--- src/rtl/wb_port_arbiter_if.sv ---
// Bundle of signals between the write-back stage, the long-latency unit
// (mul/div) and the register-file write port around wb_port_arbiter.
// slave  : the arbiter's view.
// master : the view of the surrounding pipeline or a testbench.
`ifndef RegDataBus
`define RegDataBus 31:0
`endif

interface wb_port_arbiter_if;
  // Pipeline write-back stage
  logic              wb_valid;
  logic [4:0]        wb_addr;
  logic [`RegDataBus] wb_data;
  // Long-latency unit result offer
  logic              lu_valid;
  logic [4:0]        lu_addr;
  logic [`RegDataBus] lu_data;
  logic              lu_ready;
  // Register-file write port and pipeline hold request
  logic              rf_we;
  logic [4:0]        rf_waddr;
  logic [`RegDataBus] rf_wdata;
  logic              stall_req;

  modport slave (
    input  wb_valid, wb_addr, wb_data,
    input  lu_valid, lu_addr, lu_data,
    output lu_ready,
    output rf_we, rf_waddr, rf_wdata,
    output stall_req
  );

  modport master (
    output wb_valid, wb_addr, wb_data,
    output lu_valid, lu_addr, lu_data,
    input  lu_ready,
    input  rf_we, rf_waddr, rf_wdata,
    input  stall_req
  );
endinterface

--- src/rtl/wb_port_arbiter.sv ---
// Register-file write-port arbiter.
// The pipeline WB stage and a long-latency unit both write the register
// file. Long-latency results are buffered in a 2-entry FIFO. The pipeline
// normally wins, and the FIFO drains in cycles with no pipeline write.
// Optional macro WB_ARB_ANTISTARVE_EN adds a starvation counter. After
// three consecutive pipeline wins over a non-empty FIFO, the arbiter raises
// stall_req and writes the FIFO head instead.
// Writes to address 0 are consumed without asserting rf_we. rf_waddr and
// rf_wdata then keep the last real write.
`ifndef RegDataBus
`define RegDataBus 31:0
`endif

module wb_port_arbiter (
  input  logic               clk,
  input  logic               rst,
  wb_port_arbiter_if.slave   bus
);

  typedef enum logic [1:0] {
    GNT_NONE = 2'd0,
    GNT_PIPE = 2'd1,
    GNT_FIFO = 2'd2
  } grant_e;

  // FIFO storage and control
  logic [4:0]         fifo_addr_q [2];
  logic [`RegDataBus] fifo_data_q [2];
  logic               rd_ptr_q, rd_ptr_d;
  logic               wr_ptr_q, wr_ptr_d;
  logic [1:0]         count_q,  count_d;
  logic               fifo_full, fifo_empty;
  logic               push, pop;

  // Arbitration
  grant_e             grant;
  logic [4:0]         gnt_addr;
  logic [`RegDataBus] gnt_data;
  logic               stall;

  // Registered register-file port
  logic               rf_we_q,    rf_we_d;
  logic [4:0]         rf_waddr_q, rf_waddr_d;
  logic [`RegDataBus] rf_wdata_q, rf_wdata_d;

  assign fifo_full  = (count_q == 2'd2);
  assign fifo_empty = (count_q == 2'd0);

`ifdef WB_ARB_ANTISTARVE_EN
  logic [1:0] starve_q, starve_d;
  assign stall = !rst && (starve_q == 2'd3) && !fifo_empty;
`else
  assign stall = 1'b0;
`endif

  // lu_ready is forced high during reset. A push in that cycle is still
  // dropped, because reset clears the FIFO on the same edge.
  assign bus.lu_ready  = rst || !fifo_full;
  assign bus.stall_req = stall;
  assign push          = bus.lu_valid && !fifo_full && !rst;
  assign pop           = (grant == GNT_FIFO);

  // Grant priority: forced FIFO drain, then pipeline, then FIFO when idle.
  // NOTE: every always_comb output gets a default first, so no path leaves it unassigned and no latch is inferred.
  always_comb begin
    grant    = GNT_NONE;
    gnt_addr = '0;
    gnt_data = '0;
    if (stall || (!bus.wb_valid && !fifo_empty)) begin
      grant    = GNT_FIFO;
      gnt_addr = fifo_addr_q[rd_ptr_q];
      gnt_data = fifo_data_q[rd_ptr_q];
    end else if (bus.wb_valid) begin
      grant    = GNT_PIPE;
      gnt_addr = bus.wb_addr;
      gnt_data = bus.wb_data;
    end
  end

  // FIFO pointer and occupancy next state.
  // The pointers are 1 bit wide, so they wrap modulo 2.
  always_comb begin
    rd_ptr_d = rd_ptr_q ^ pop;
    wr_ptr_d = wr_ptr_q ^ push;
    count_d  = count_q;
    if (push && !pop) begin
      count_d = count_q + 2'd1;
    end else if (pop && !push) begin
      count_d = count_q - 2'd1;
    end
  end

  // Register-file port next state. Address 0 is consumed but never written.
  always_comb begin
    rf_we_d    = (grant != GNT_NONE) && (gnt_addr != 5'd0);
    rf_waddr_d = rf_waddr_q;
    rf_wdata_d = rf_wdata_q;
    if (rf_we_d) begin
      rf_waddr_d = gnt_addr;
      rf_wdata_d = gnt_data;
    end
  end

`ifdef WB_ARB_ANTISTARVE_EN
  // Starvation counter: counts pipeline wins over a waiting FIFO entry,
  // saturating at 3.
  always_comb begin
    starve_d = starve_q;
    if (fifo_empty || pop) begin
      starve_d = 2'd0;
    end else if ((grant == GNT_PIPE) && (starve_q != 2'd3)) begin
      starve_d = starve_q + 2'd1;
    end
  end

  // Starvation counter register.
  always_ff @(posedge clk) begin
    if (rst) begin
      starve_q <= 2'd0;
    end else begin
      starve_q <= starve_d;
    end
  end
`endif

  // Control and output registers with synchronous reset.
  // NOTE: sequential state uses non-blocking assignments, so every register sees pre-edge values regardless of block order.
  always_ff @(posedge clk) begin
    if (rst) begin
      rd_ptr_q   <= 1'b0;
      wr_ptr_q   <= 1'b0;
      count_q    <= 2'd0;
      rf_we_q    <= 1'b0;
      rf_waddr_q <= 5'd0;
      rf_wdata_q <= '0;
    end else begin
      rd_ptr_q   <= rd_ptr_d;
      wr_ptr_q   <= wr_ptr_d;
      count_q    <= count_d;
      rf_we_q    <= rf_we_d;
      rf_waddr_q <= rf_waddr_d;
      rf_wdata_q <= rf_wdata_d;
    end
  end

  // FIFO payload storage, written on push.
  // NOTE: the storage array has no reset. Count and pointers guard every read, so clearing the entries would add reset fan-out for nothing.
  always_ff @(posedge clk) begin
    if (push) begin
      fifo_addr_q[wr_ptr_q] <= bus.lu_addr;
      fifo_data_q[wr_ptr_q] <= bus.lu_data;
    end
  end

  assign bus.rf_we    = rf_we_q;
  assign bus.rf_waddr = rf_waddr_q;
  assign bus.rf_wdata = rf_wdata_q;

endmodule
--- src/flat_wrapper.sv ---
// flat-port wrapper written by rule: the top's interface ports become plain ports
module wb_port_arbiter_flat 
  (clk, rst, bus_wb_valid, bus_wb_addr, bus_wb_data, bus_lu_valid, bus_lu_addr, bus_lu_data, bus_lu_ready, bus_rf_we, bus_rf_waddr, bus_rf_wdata, bus_stall_req);
  wb_port_arbiter_if bus_i ();
  input  logic clk;
  input  logic rst;
  input wire logic [$bits(bus_i.wb_valid)-1:0] bus_wb_valid;
  input wire logic [$bits(bus_i.wb_addr)-1:0] bus_wb_addr;
  input wire logic [$bits(bus_i.wb_data)-1:0] bus_wb_data;
  input wire logic [$bits(bus_i.lu_valid)-1:0] bus_lu_valid;
  input wire logic [$bits(bus_i.lu_addr)-1:0] bus_lu_addr;
  input wire logic [$bits(bus_i.lu_data)-1:0] bus_lu_data;
  output wire logic [$bits(bus_i.lu_ready)-1:0] bus_lu_ready;
  output wire logic [$bits(bus_i.rf_we)-1:0] bus_rf_we;
  output wire logic [$bits(bus_i.rf_waddr)-1:0] bus_rf_waddr;
  output wire logic [$bits(bus_i.rf_wdata)-1:0] bus_rf_wdata;
  output wire logic [$bits(bus_i.stall_req)-1:0] bus_stall_req;
  assign bus_i.wb_valid = bus_wb_valid;
  assign bus_i.wb_addr = bus_wb_addr;
  assign bus_i.wb_data = bus_wb_data;
  assign bus_i.lu_valid = bus_lu_valid;
  assign bus_i.lu_addr = bus_lu_addr;
  assign bus_i.lu_data = bus_lu_data;
  assign bus_lu_ready = bus_i.lu_ready;
  assign bus_rf_we = bus_i.rf_we;
  assign bus_rf_waddr = bus_i.rf_waddr;
  assign bus_rf_wdata = bus_i.rf_wdata;
  assign bus_stall_req = bus_i.stall_req;
  wb_port_arbiter u_core (.clk(clk), .rst(rst), .bus(bus_i));
endmodule
--- config.mk ---
export PLATFORM = sky130hd
export DESIGN_NAME = wb_port_arbiter_flat
export DESIGN_NICKNAME = d
export VERILOG_FILES = /design/src/rtl/wb_port_arbiter_if.sv /design/src/rtl/wb_port_arbiter.sv /design/src/flat_wrapper.sv
export SDC_FILE = /design/constraint.sdc
export NUM_CORES = 1
export LEC_CHECK = 0
export CAP_MARGIN = 0
export CORE_MARGIN = 2
export CORE_UTILIZATION = 30
export CTS_CLUSTER_DIAMETER = 100
export DETAILED_ROUTE_END_ITERATION = 6
export PLACE_DENSITY = 0.54
export SLEW_MARGIN = 10
export SYNTH_ARGS = -nofsm -noshare
export SYNTH_HDL_FRONTEND = slang
export SYNTH_SLANG_ARGS = --single-unit
--- constraint.sdc ---
create_clock -name clk -period 2.9 [get_ports clk]
set_clock_uncertainty 0.1 [all_clocks]
set_input_delay 0.725 -clock clk [delete_from_list [all_inputs] [get_ports clk]]
set_output_delay 0.725 -clock clk [all_outputs]
set_load 0.01 [all_outputs]
# After elaboration in Yosys (flattened, before gate mapping)
# Memory sizes are Yosys's and may differ from the RTL's. A register that Yosys moved wholly into a read port is not among the register bits.
# Cells that the tools add are included.
[classes]
n_mux = 12
bitwise_logic = 2
addsub = 2
reduce_logical = 17
eq_ne = 2
[op_table]
columns = ["cell", "n"]
rows = [
  ["2-to-1 mux 32 bit", 2],
  ["2-to-1 mux 5 bit", 2],
  ["logical AND 1 bit", 6],
  ["zero test 1 bit", 6],
  ["2-to-1 mux 2 bit", 3],
  ["2-to-1 mux 1 bit", 5],
  ["nonzero test 5 bit", 1],
  ["equality test 2 bit (second input constant)", 2],
  ["nonzero test 2 bit", 2],
  ["adder 2 x 1 -> 2 bit (second input constant)", 1],
  ["zero test 2 bit", 1],
  ["subtractor 2 x 1 -> 2 bit (second input constant)", 1],
  ["XOR 1 bit", 2],
  ["logical OR 1 bit", 1],
]
[totals]
out_inout_bits = 40
regBits = 42
mem_count = 2
ram_bits = 74
[memory_table]
columns = ["memory", "words", "width", "rd", "rd_clocked_by_memory_dff", "wr", "line", "rtl"]
rows = [
  ["u_core.fifo_data_q", 2, 32, 1, 1, 1, "wb_port_arbiter.sv:28", "logic [`RegDataBus] fifo_data_q [2];"],
  ["u_core.fifo_addr_q", 2, 5, 1, 1, 1, "wb_port_arbiter.sv:27", "logic [4:0] fifo_addr_q [2];"],
]

# Depth between registers and ports, before layout
# Gate-level depths: netlist of the first run.
[logic_depth]
word_depth = 8
mapped_depth = 7
ltp_nobuf = 6

# Worst setup path after synthesis of the first run
# No wires, ideal clock.
[synth_path]
path_kind = "input -> register"
from = "input port rst"
to = "memory u_core.fifo_addr_q[0][0], enable pin"
t_arrival_ps = 2256
setup_slack_ps = 147
cell_stages = 3
path_buffers = 1
path_cell_list = "clkbuf_1 > nor3b_1 > ha_1"
[synth_via]
elab_chain_len = 4
[synth_lines]
columns = ["item", "line", "rtl"]
rows = [
  ["from (decl)", "flat_wrapper.sv:6", "input logic rst;"],
  ["zero test 1 bit", "wb_port_arbiter.sv:60", "assign push = bus.lu_valid && !fifo_full && !rst;"],
  ["logical AND 1 bit", "wb_port_arbiter.sv:60", ""],
  ["2-to-1 mux 1 bit", "wb_port_arbiter.sv:149", "if (push) begin"],
  ["2-to-1 mux 1 bit (not written as such)", "wb_port_arbiter.sv:150", "fifo_addr_q[wr_ptr_q] <= bus.lu_addr;"],
  ["to (decl)", "wb_port_arbiter.sv:27", ""],
]
# No other way between the ends.

# Worst setup path after layout of the first run
[layout_path]
from = "input port rst"
to = "output port bus_lu_ready"
[layout_via]
elab_chain_len = 1
[layout_lines]
columns = ["item", "line", "rtl"]
rows = [
  ["logical OR 1 bit", "wb_port_arbiter.sv:58", "assign bus.lu_ready = rst || !fifo_full;"],
  ["to (decl)", "flat_wrapper.sv:13", "output wire logic [$bits(bus_i.lu_ready)-1:0] bus_lu_ready;"],
]
# No other way between the ends.

==> flow_metrics.py, run 1 <==
metrics = {
    "logic_synthesis": {
        "ys_seq_elements": 116,
        "synth_top_family_by_area": "multiplexers",
        "synth-compound-area-share_pct": 5.82,
        "synth.distinct_cells": 28,
        "netlist_top_cells_area": "edfxtp_1, dfxtp_1, mux2i_1",
        "synth_simple_gate_area_share_pct": 10.0,
        "synth-adder-area-share_pct": 0.798,
        "post-synth-top-area-fraction_pct": 47.2,
        "synth_area_sq_mm": 0.00471,
        "synthMuxAreaShare_pct": 14.7,
        "yosys_warnings": 0,
        "synth_nets": 466,
        "syn_area_per_cell_sq_um": 12.2,
        "syn_inst": 385,
        "synth-seq-area-share_pct": 65.1,
        "yosysTopAreaCell": "edfxtp_1",
        "synth_xor_area_share_pct": 0.558,
    },
    "sta": {
        "tightest_slew_ns": 0.709,
        "tns_ns": 0,
        "rsz0062_at_grt": "false",
        "post-route-period-util_pct": 91.5,
        "finalCriticalPeriod_ns": 2.65,
        "slew_violations": 0,
        "slew_headroom_pct": 52.6,
        "hold_violations": 0,
        "fin_hold_ws_ns": 0.357,
        "fmax_mhz": 377,
        "setup_viol": 0,
    },
    "power_and_ir_drop": {
        "powerDensity_mw_per_mm2": 789,
        "p_sw_w": 0.00143,
        "p_clk_share_pct": 37.4,
        "leakage_nw": 2.39,
        "internal_power_w": 0.00389,
        "swShare_pct": 26.8,
        "comb_power_share_pct": 22.8,
        "vdd_drop_max_v": 0.000396,
        "pwr-share-seq_pct": 39.7,
    },
    "drt": {
        "drtAntennaViolNets": 0,
        "drc": 0,
        "detail_route.first_pass.iterations": 4,
        "drtIter0Drc": 171,
        "wirelength_mm": 10.7,
        "dr_total_vias": 3143,
        "viasPerCell": 4.31,
        "drt-wirelength-per-cell_um": 14.6,
    },
    "cells_and_area": {
        "diodes": 0,
        "layout-drive-gt1-share_pct": 8.69,
        "final_cells": 729,
        "postLayoutCoreUtil_pct": 44.1,
        "design_area_sq_mm": 0.00674,
        "final_cell_mix": "clkdlybuf4s50_1, nand2_1, edfxtp_1",
        "areaGrowthSynthToFinish_pct": 43.2,
        "layout.nets": 586,
        "final_common_cell": "clkdlybuf4s50_1",
    },
    "die": {
        "core_area_sq_mm": 0.0153,
        "start_util_pct": 30.8,
        "die-area_sq_mm": 0.0167,
        "fp.dieW_um": 129,
        "fp-row-count": 45,
        "die_h_um": 129,
        "io_pins": 118,
    },
    "critical_path": {
        "crit_path_start_kind": "primary input",
        "crit_fanout": 2,
        "crit_type": "primary input to output port",
        "critical_path.endpoint_type": "output port",
        "cp.required_ns": 2.08,
        "worstPathArrival_ns": 1.83,
    },
    "clocking": {
        "ctsLongestPathBuffers": 2,
        "clk_latency_ns": 0.41,
        "cts_resized": 0,
        "cts.sinks": 116,
        "clk_pin_slew_worst_paths_ns": 0.05,
        "cts.hold.buffers_added": 0,
        "cts_buffers": 17,
        "cts_tree": "built",
        "cts_root_buffer": "clkbuf_16",
        "cts_setup_buffers": 0,
        "htree_levels": 4,
    },
    "global_route": {
        "grt_usage_pct": 13.5,
        "grt_overflow": 0,
        "grt_max_degree": 74,
        "grt_pass1_wl_mm": 16.6,
        "grt_pass1_vias": 3194,
        "antenna_found_initial": 0,
    },
    "placement": {
        "dpl.hpwl_mm": 7.06,
        "placed_area_sq_mm": 0.00617,
        "place_inst": 697,
        "portBuffers": 116,
        "gp_congestion": 0.732,
    },
    "status": {
        "status": "finished, final reports clean",
    },
    "flow_run": {
        "max_cap_viol_count": 0,
    },
    "hold_path": {
        "hp-class": "flop to flop",
    },
}
## Yosys cell counts
cell / count
mux2i_1: 69
nor2b_1: 1
nor2_1: 5
xor2_1: 3
nand2_1: 101
nand2b_1: 1
o21bai_1: 2
edfxtp_1: 74
o221a_2: 1
clkbuf_1: 17
a31o_1: 5
or3_1: 1
conb_1: 1
nor3b_1: 1
a2bb2oi_1: 1
dfxtp_1: 42
o21ai_1: 1
o21ai_0: 37
and2_1: 4
or4_1: 2
a21oi_1: 1
buf_6: 3
nor4_1: 1
inv_2: 1
buf_4: 2
buf_2: 4
inv_1: 1
ha_1: 3
## power by group through the flow
| stage | clock, W | sequential (W) | combinational [W] |
|---|---|---|---|
| after global routing | 0.00212 | 0.00214 | 0.00133 |
| final | 0.00199 | 0.00211 | 0.00121 |
| after CTS | 0.00204 | 0.00212 | 0.00124 |
| after detailed placement | 0 | 0.00215 | 0.00124 |
| after floorplan | 0 | 0.00213 | 0.000714 |
| after global placement | 0 | 0.00214 | 0.00122 |
## flip-flops by register name (all words and copies together) (netlist names)
signal / count
u_core.fifo_addr_q: 10
u_core.fifo_data_q: 64
u_core.count_q: 2
u_core.rd_ptr_q: 1
u_core.bus.rf_waddr: 5
u_core.wr_ptr_q: 1
u_core.bus.rf_we: 1
u_core.bus.rf_wdata: 32
## worst paths after layout
path / from / end / slack [ns] / cells after the start
setup / recovery: rst / bus_lu_ready / 0.25 / 4
hold / removal: u_core.bus.rf_wdata[3] / u_core.bus.rf_wdata[3] / 0.36 / 2
setup reg to reg: u_core.count_q[0] / u_core.bus.rf_wdata[15] / 0.79 / 5
hold reg to reg: u_core.bus.rf_wdata[3] / u_core.bus.rf_wdata[3] / 0.36 / 2
## final cells by class
cell class,count,area [sq um]
Fill cell,1454,8520
Sequential cell,116,3060
Multi-Input combinational cell,241,1520
Timing Repair Buffer,127,1310
Clock buffer,24,494
Tap cell,211,264
Clock inverter,8,73.8
Inverter,2,7.51
## cell families after synthesis
family	after synthesis
other cells	1
fa+ha+maj	3
xor+xnor	3
buf+inv	28
mux	69
simple gates	117
compound gates	48
flops	116
## worst max-delay path, cell delays in order
cell             delay, ns
clkdlybuf4s50_1       0.49
inv_2                 0.04
nand2_1               0.05
clkdlybuf4s50_1       0.53
## per-layer routing
layer	part of all wire (%)	wire, um	global-route usage [%]	vias to the layer above
met3	6.5	689	4.67	17
met1	44	4690	16.1	1437
met2	48	5070	21.8	90
met4	2.0	215	6.91	0
li1	-	-	-	1599
met5	0	0	0	-
## stage by stage
stage	total power (W)	worst slack (ns)
floorplan	0.00284	0.147
global placement	0.00336	0.204
detailed placement	0.00339	0.116
CTS	0.00539	0.240
global route	0.00559	0.215
finish	0.00531	0.245
Note: power is estimated with default switching activity, not from simulation.
==> inputs of run 2 (changes only) <==
--- a/config.mk
+++ b/config.mk
@@ -5,12 +5,11 @@
 export SDC_FILE = /design/constraint.sdc
 export NUM_CORES = 1
 export LEC_CHECK = 0
-export CAP_MARGIN = 0
 export CORE_MARGIN = 2
 export CORE_UTILIZATION = 30
 export CTS_CLUSTER_DIAMETER = 100
 export DETAILED_ROUTE_END_ITERATION = 6
-export PLACE_DENSITY = 0.54
+export PLACE_DENSITY_LB_ADDON = 0.15
 export SLEW_MARGIN = 10
 export SYNTH_ARGS = -nofsm -noshare
 export SYNTH_HDL_FRONTEND = slang
==> run 2 against run 1 <==
  * Combinational power about the same
  * Critical endpoint unchanged
  * Sequential power about the same
  * First-iteration DRC count is 8.2% lower
  * Final area is essentially flat
  * Core utilization about the same
  * Via count up 0.83%
  * Critical path type unchanged
  * Cell count decreased by 0.14%
==> flow_metrics.py, run 2 (synthesis results as in run 1) <==
metrics = {
    "sta": {
        "tightest_slew_ns": 0.696,
        "tns_ns": 0,
        "finalCriticalPeriod_ns": 2.70,
        "slew_violations": 0,
        "rsz0062_at_grt": "false",
        "fin_hold_ws_ns": 0.356,
        "post-route-period-util_pct": 93.1,
        "setup_viol": 0,
        "slew_headroom_pct": 53.6,
        "hold_violations": 0,
        "fmax_mhz": 371,
    },
    "drt": {
        "drc": 0,
        "drtAntennaViolNets": 0,
        "drt-wirelength-per-cell_um": 14.6,
        "wl_met2_mm": 5.38,
        "viasPerCell": 4.35,
        "highest_layer": "met4",
        "met1_length_mm": 4.39,
        "dr_total_vias": 3169,
        "dr_wl_met3_um": 620,
        "detail_route.first_pass.iterations": 4,
        "wirelength_mm": 10.6,
        "drtIter0Drc": 157,
    },
    "placement": {
        "gp_congestion": 0.747,
        "portBuffers": 116,
        "dpl.hpwl_mm": 7.04,
    },
    "power_and_ir_drop": {
        "vdd_drop_max_v": 0.000613,
        "powerDensity_mw_per_mm2": 801,
        "power_w": 0.00540,
        "leakage_nw": 2.39,
    },
    "critical_path": {
        "max_stage_delay_ns": 0.53,
        "critical_path.endpoint_type": "output port",
        "critPathTopFamily": "buffers and inverters",
        "worst-path-buf-inv": 3,
        "crit_type": "primary input to output port",
        "worstPathCellList": "clkdlybuf4s50_1, inv_2, nand2_1, clkdlybuf4s50_1",
        "worstPathArrival_ns": 1.87,
        "crit_path_start_kind": "primary input",
        "cp.required_ns": 2.08,
        "cp_common_cell": "clkdlybuf4s50_1",
        "cpMaxStageDelayCell": "clkdlybuf4s50_1",
        "crit_fanout": 3,
    },
    "cells_and_area": {
        "regMostFlops": "u_core.fifo_data_q",
        "largest_register_ffs": 64,
        "areaGrowthSynthToFinish_pct": 43.3,
        "layout-drive-gt1-share_pct": 8.90,
        "diodes": 0,
        "final_cell_mix": "clkdlybuf4s50_1, nand2_1, edfxtp_1",
        "layout.nets": 585,
        "final_common_cell": "clkdlybuf4s50_1",
    },
    "status": {
        "status": "finished, final reports clean",
    },
    "clocking": {
        "cts.hold.buffers_added": 0,
        "clk_latency_ns": 0.41,
        "cts_buffers": 17,
        "clk_pin_slew_worst_paths_ns": 0.05,
        "cts_resized": 0,
        "cts_root_buffer": "clkbuf_16",
        "cts_setup_buffers": 0,
        "htree_levels": 4,
        "ctsLongestPathBuffers": 2,
        "cts_tree": "built",
        "cts.sinks": 116,
    },
    "global_route": {
        "grt_usage_pct": 13.2,
        "grt_pass1_wl_mm": 16.4,
        "grt_overflow": 0,
        "grt_pass1_vias": 3232,
        "antenna_found_initial": 0,
        "grt_max_degree": 74,
    },
    "hold_path": {
        "hp-class": "flop to flop",
    },
    "die": {
        "fp-row-count": 45,
        "start_util_pct": 30.8,
        "io_pins": 118,
        "die-area_sq_mm": 0.0167,
        "core_area_sq_mm": 0.0153,
        "fp.dieW_um": 129,
        "die_h_um": 129,
    },
    "flow_run": {
        "max_cap_viol_count": 0,
    },
}
-- run 2: worst min-delay path, stage by stage (launching register included) --
cell     delay (ns)
dfxtp_1        0.30
nand2_1        0.05
mux2i_1        0.05
-- run 2: report_power, final --
part	internal, W	switching, W
logic	0.000634	0.000587
registers	0.00197	0.000121
clock network	0.00139	0.000703
total	0.00399	0.00141
-- run 2: final cells by class --
class                           count  area, sq um
Sequential cell                   116         3060
Tap cell                          211          264
Multi-Input combinational cell    241         1520
Clock buffer                       22          464
Inverter                            2         7.51
Fill cell                        1452         8520
Timing Repair Buffer              126         1290
Clock inverter                     10          130
-- run 2: worst paths after layout --
check | from | cells past startpoint | slack (ns) | endpoint
max | rst | 4 | 0.20 | bus_lu_ready
min | u_core.bus.rf_wdata[1] | 2 | 0.36 | u_core.bus.rf_wdata[1]
max reg2reg | u_core.count_q[0] | 5 | 0.82 | u_core.count_q[1]
min reg2reg | u_core.bus.rf_wdata[1] | 2 | 0.36 | u_core.bus.rf_wdata[1]
-- run 2: per-layer routing --
metal / track usage, % / up-vias
li1: - / 1591
met1: 14.3 / 1479
met2: 22.7 / 81
met3: 5.20 / 18
met4: 6.01 / 0
met5: 0 / -
-- run 2: metrics by stage --
| step | util, % | std cells | setup WS, ns | instance area [sq um] |
|---|---|---|---|---|
| after global routing | 44.2 | 728 | 0.158 | 6740 |
| final | 44.2 | 728 | 0.202 | 6740 |
| after detailed placement | 40.3 | 696 | 0.133 | 6150 |
| after floorplan | - | 385 | 0.147 | 4710 |
| after CTS | 44.2 | 728 | 0.195 | 6740 |
| after global placement | 40.3 | 696 | 0.186 | 6150 |
==> inputs of run 3 (changes only) <==
--- a/config.mk
+++ b/config.mk
@@ -9,6 +9,7 @@
 export CORE_UTILIZATION = 30
 export CTS_CLUSTER_DIAMETER = 100
 export DETAILED_ROUTE_END_ITERATION = 6
+export DONT_BUFFER_PORTS = 1
 export PLACE_DENSITY_LB_ADDON = 0.15
 export SLEW_MARGIN = 10
 export SYNTH_ARGS = -nofsm -noshare
==> run 3 against run 2 <==
  * Non-clock buffer count is 116 lower
  * Setup slack improved by 0.48 ns
  * Maximum frequency is 22% higher
  * Global-route usage is 0.33 points higher
  * Sequential share of layout area grew 10 points
  * Via count is 12% lower
  * Worst hold slack worse by 0.079 ns
  * Largest power group unchanged
  * Final area down 18%
  * Sequential power increased by 3%
  * Flip-flop and latch count stayed put
  * Combinational power is 31% lower
==> flow_metrics.py, run 3 (synthesis results as in run 1) <==
metrics = {
    "drt": {
        "detail_route.first_pass.iterations": 4,
        "wirelength_mm": 10.7,
        "drc": 0,
        "viasPerCell": 4.53,
        "drtIter0Drc": 84,
        "drtAntennaViolNets": 0,
        "drt-wirelength-per-cell_um": 17.4,
        "dr_wl_met3_mm": 1.07,
        "met1_length_mm": 4.09,
        "highest_layer": "met4",
        "wl_met2_mm": 5.16,
        "dr_total_vias": 2773,
    },
    "clocking": {
        "cts_tree": "built",
        "cts_root_buffer": "clkbuf_16",
        "cts.hold.buffers_added": 0,
        "ctsLongestPathBuffers": 2,
        "clk_latency_ns": 0.41,
        "cts_setup_buffers": 0,
        "htree_levels": 4,
        "cts_buffers": 17,
        "cts_resized": 0,
        "cts.sinks": 116,
        "clk_pin_slew_worst_paths_ns": 0.05,
    },
    "hold_path": {
        "hold_start": "rst",
        "hold_depth": 1,
        "holdPathEnd": "u_core.rd_ptr_q",
        "hp-class": "primary input to flop",
    },
    "critical_path": {
        "crit_type": "flop to flop",
        "r2r_cells": 5,
        "cp.required_ns": 3.14,
        "max_stage_delay_ns": 0.50,
        "worst-path-buf-inv": 2,
        "crit_path_start_kind": "flop",
        "crit_fanout": 23,
        "worstPathCellList": "o21bai_4, buf_4, o221a_2, buf_4, mux2i_1",
        "worstReg2RegStart": "u_core.count_q[0]",
        "cp_common_cell": "buf_4",
        "worstPathArrival_ns": 2.46,
        "cpMaxStageDelayCell": "o21bai_4",
        "critPathTopFamily": "compound AO/OA/AOI/OAI gates",
        "r2r_slack_ns": 0.68,
        "critical_path.endpoint_type": "flop",
        "r2r-end": "u_core.bus.rf_wdata[28]",
    },
    "cells_and_area": {
        "regArea_sq_mm": 0.00306,
        "layout.nets": 469,
        "diodes": 0,
        "areaGrowthSynthToFinish_pct": 17.2,
        "fill_cells": 1512,
        "postLayoutCoreUtil_pct": 36.2,
        "regMostFlops": "u_core.fifo_data_q",
        "final_cell_mix": "nand2_1, edfxtp_1, mux2i_1",
        "largest_register_ffs": 64,
        "layout-drive-gt1-share_pct": 10.7,
        "multi_input_comb_area_sq_mm": 0.00152,
        "final_common_cell": "nand2_1",
    },
    "global_route": {
        "grt_overflow": 0,
        "grt_usage_pct": 13.5,
        "grt_pass1_wl_mm": 16.2,
        "antenna_found_initial": 0,
        "grt_max_degree": 46,
        "grt_pass1_vias": 2909,
    },
    "die": {
        "fp.dieW_um": 129,
        "die-area_sq_mm": 0.0167,
        "io_pins": 118,
        "start_util_pct": 30.8,
        "fp-row-count": 45,
        "die_h_um": 129,
        "core_area_sq_mm": 0.0153,
    },
    "sta": {
        "tns_ns": 0,
        "fmax_mhz": 451,
        "setup_viol": 0,
        "post-route-period-util_pct": 76.5,
        "rsz0062_at_grt": "false",
        "hold_violations": 0,
        "slew_violations": 0,
        "finalCriticalPeriod_ns": 2.22,
        "slew_headroom_pct": 62.9,
        "finalWorstSetupSlack_ns": 0.681,
        "tightest_slew_ns": 0.556,
    },
    "placement": {
        "portBuffers": 0,
        "gp_congestion": 0.725,
        "post-place-ws_ns": 0.506,
        "dpl.hpwl_mm": 6.83,
    },
    "power_and_ir_drop": {
        "powerDensity_mw_per_mm2": 922,
        "vdd_drop_max_v": 0.000407,
        "leakage_nw": 1.93,
    },
    "status": {
        "status": "finished, final reports clean",
    },
    "flow_run": {
        "max_cap_viol_count": 0,
    },
}
## run 3: routing by layer
layer  track usage, %  vias to the layer above
met3             7.14                       25
met1             14.4                     1291
met2             21.3                       91
met5                0                        -
met4             8.25                        0
li1                 -                     1366
## run 3: worst register-to-register path, delay by kind of cell (launching register included)
family | cells | cell delay [ns]
buf+inv | 2 | 0.70
mux | 1 | 0.24
compound gates | 2 | 0.74
flops | 1 | 0.37
## run 3: worst max-delay path by stage
stage	from	cells past startpoint	end	slack (ns)
floorplan	rst	3	u_core.fifo_addr_q[0][0]	0.15
global placement	bus_wb_addr[3]	5	u_core.bus.rf_wdata[13]	0.53
detailed placement	bus_wb_addr[3]	5	u_core.bus.rf_wdata[28]	0.51
CTS	u_core.count_q[0]	5	u_core.bus.rf_wdata[28]	0.63
global route	u_core.count_q[0]	5	u_core.bus.rf_wdata[8]	0.50
finish	u_core.count_q[0]	5	u_core.bus.rf_wdata[28]	0.68
## run 3: stage by stage
step                      instance area (sq um)  hold WS (ns)  total power (W)  std cells
after floorplan                            4710         0.367          0.00284        385
after global placement                     4930         0.394          0.00304        580
after detailed placement                   4930         0.399          0.00306        580
after CTS                                  5520         0.253          0.00518        612
after global routing                       5520         0.256          0.00534        612
final                                      5520         0.277          0.00509        612
## run 3: layout make-up
type	instances	area share, %
clock buffer	23	8.30
timing repair buffer	10	1.36
tap	211	4.79
clock inverter	9	2.34
multi-input combinational	241	27.5
inverter	2	0.136
sequential	116	55.5
## run 3: power breakdown
group / internal (W) / switching (W)
clock network: 0.00137 / 0.000715
registers: 0.00197 / 0.000187
logic: 0.000362 / 0.000480
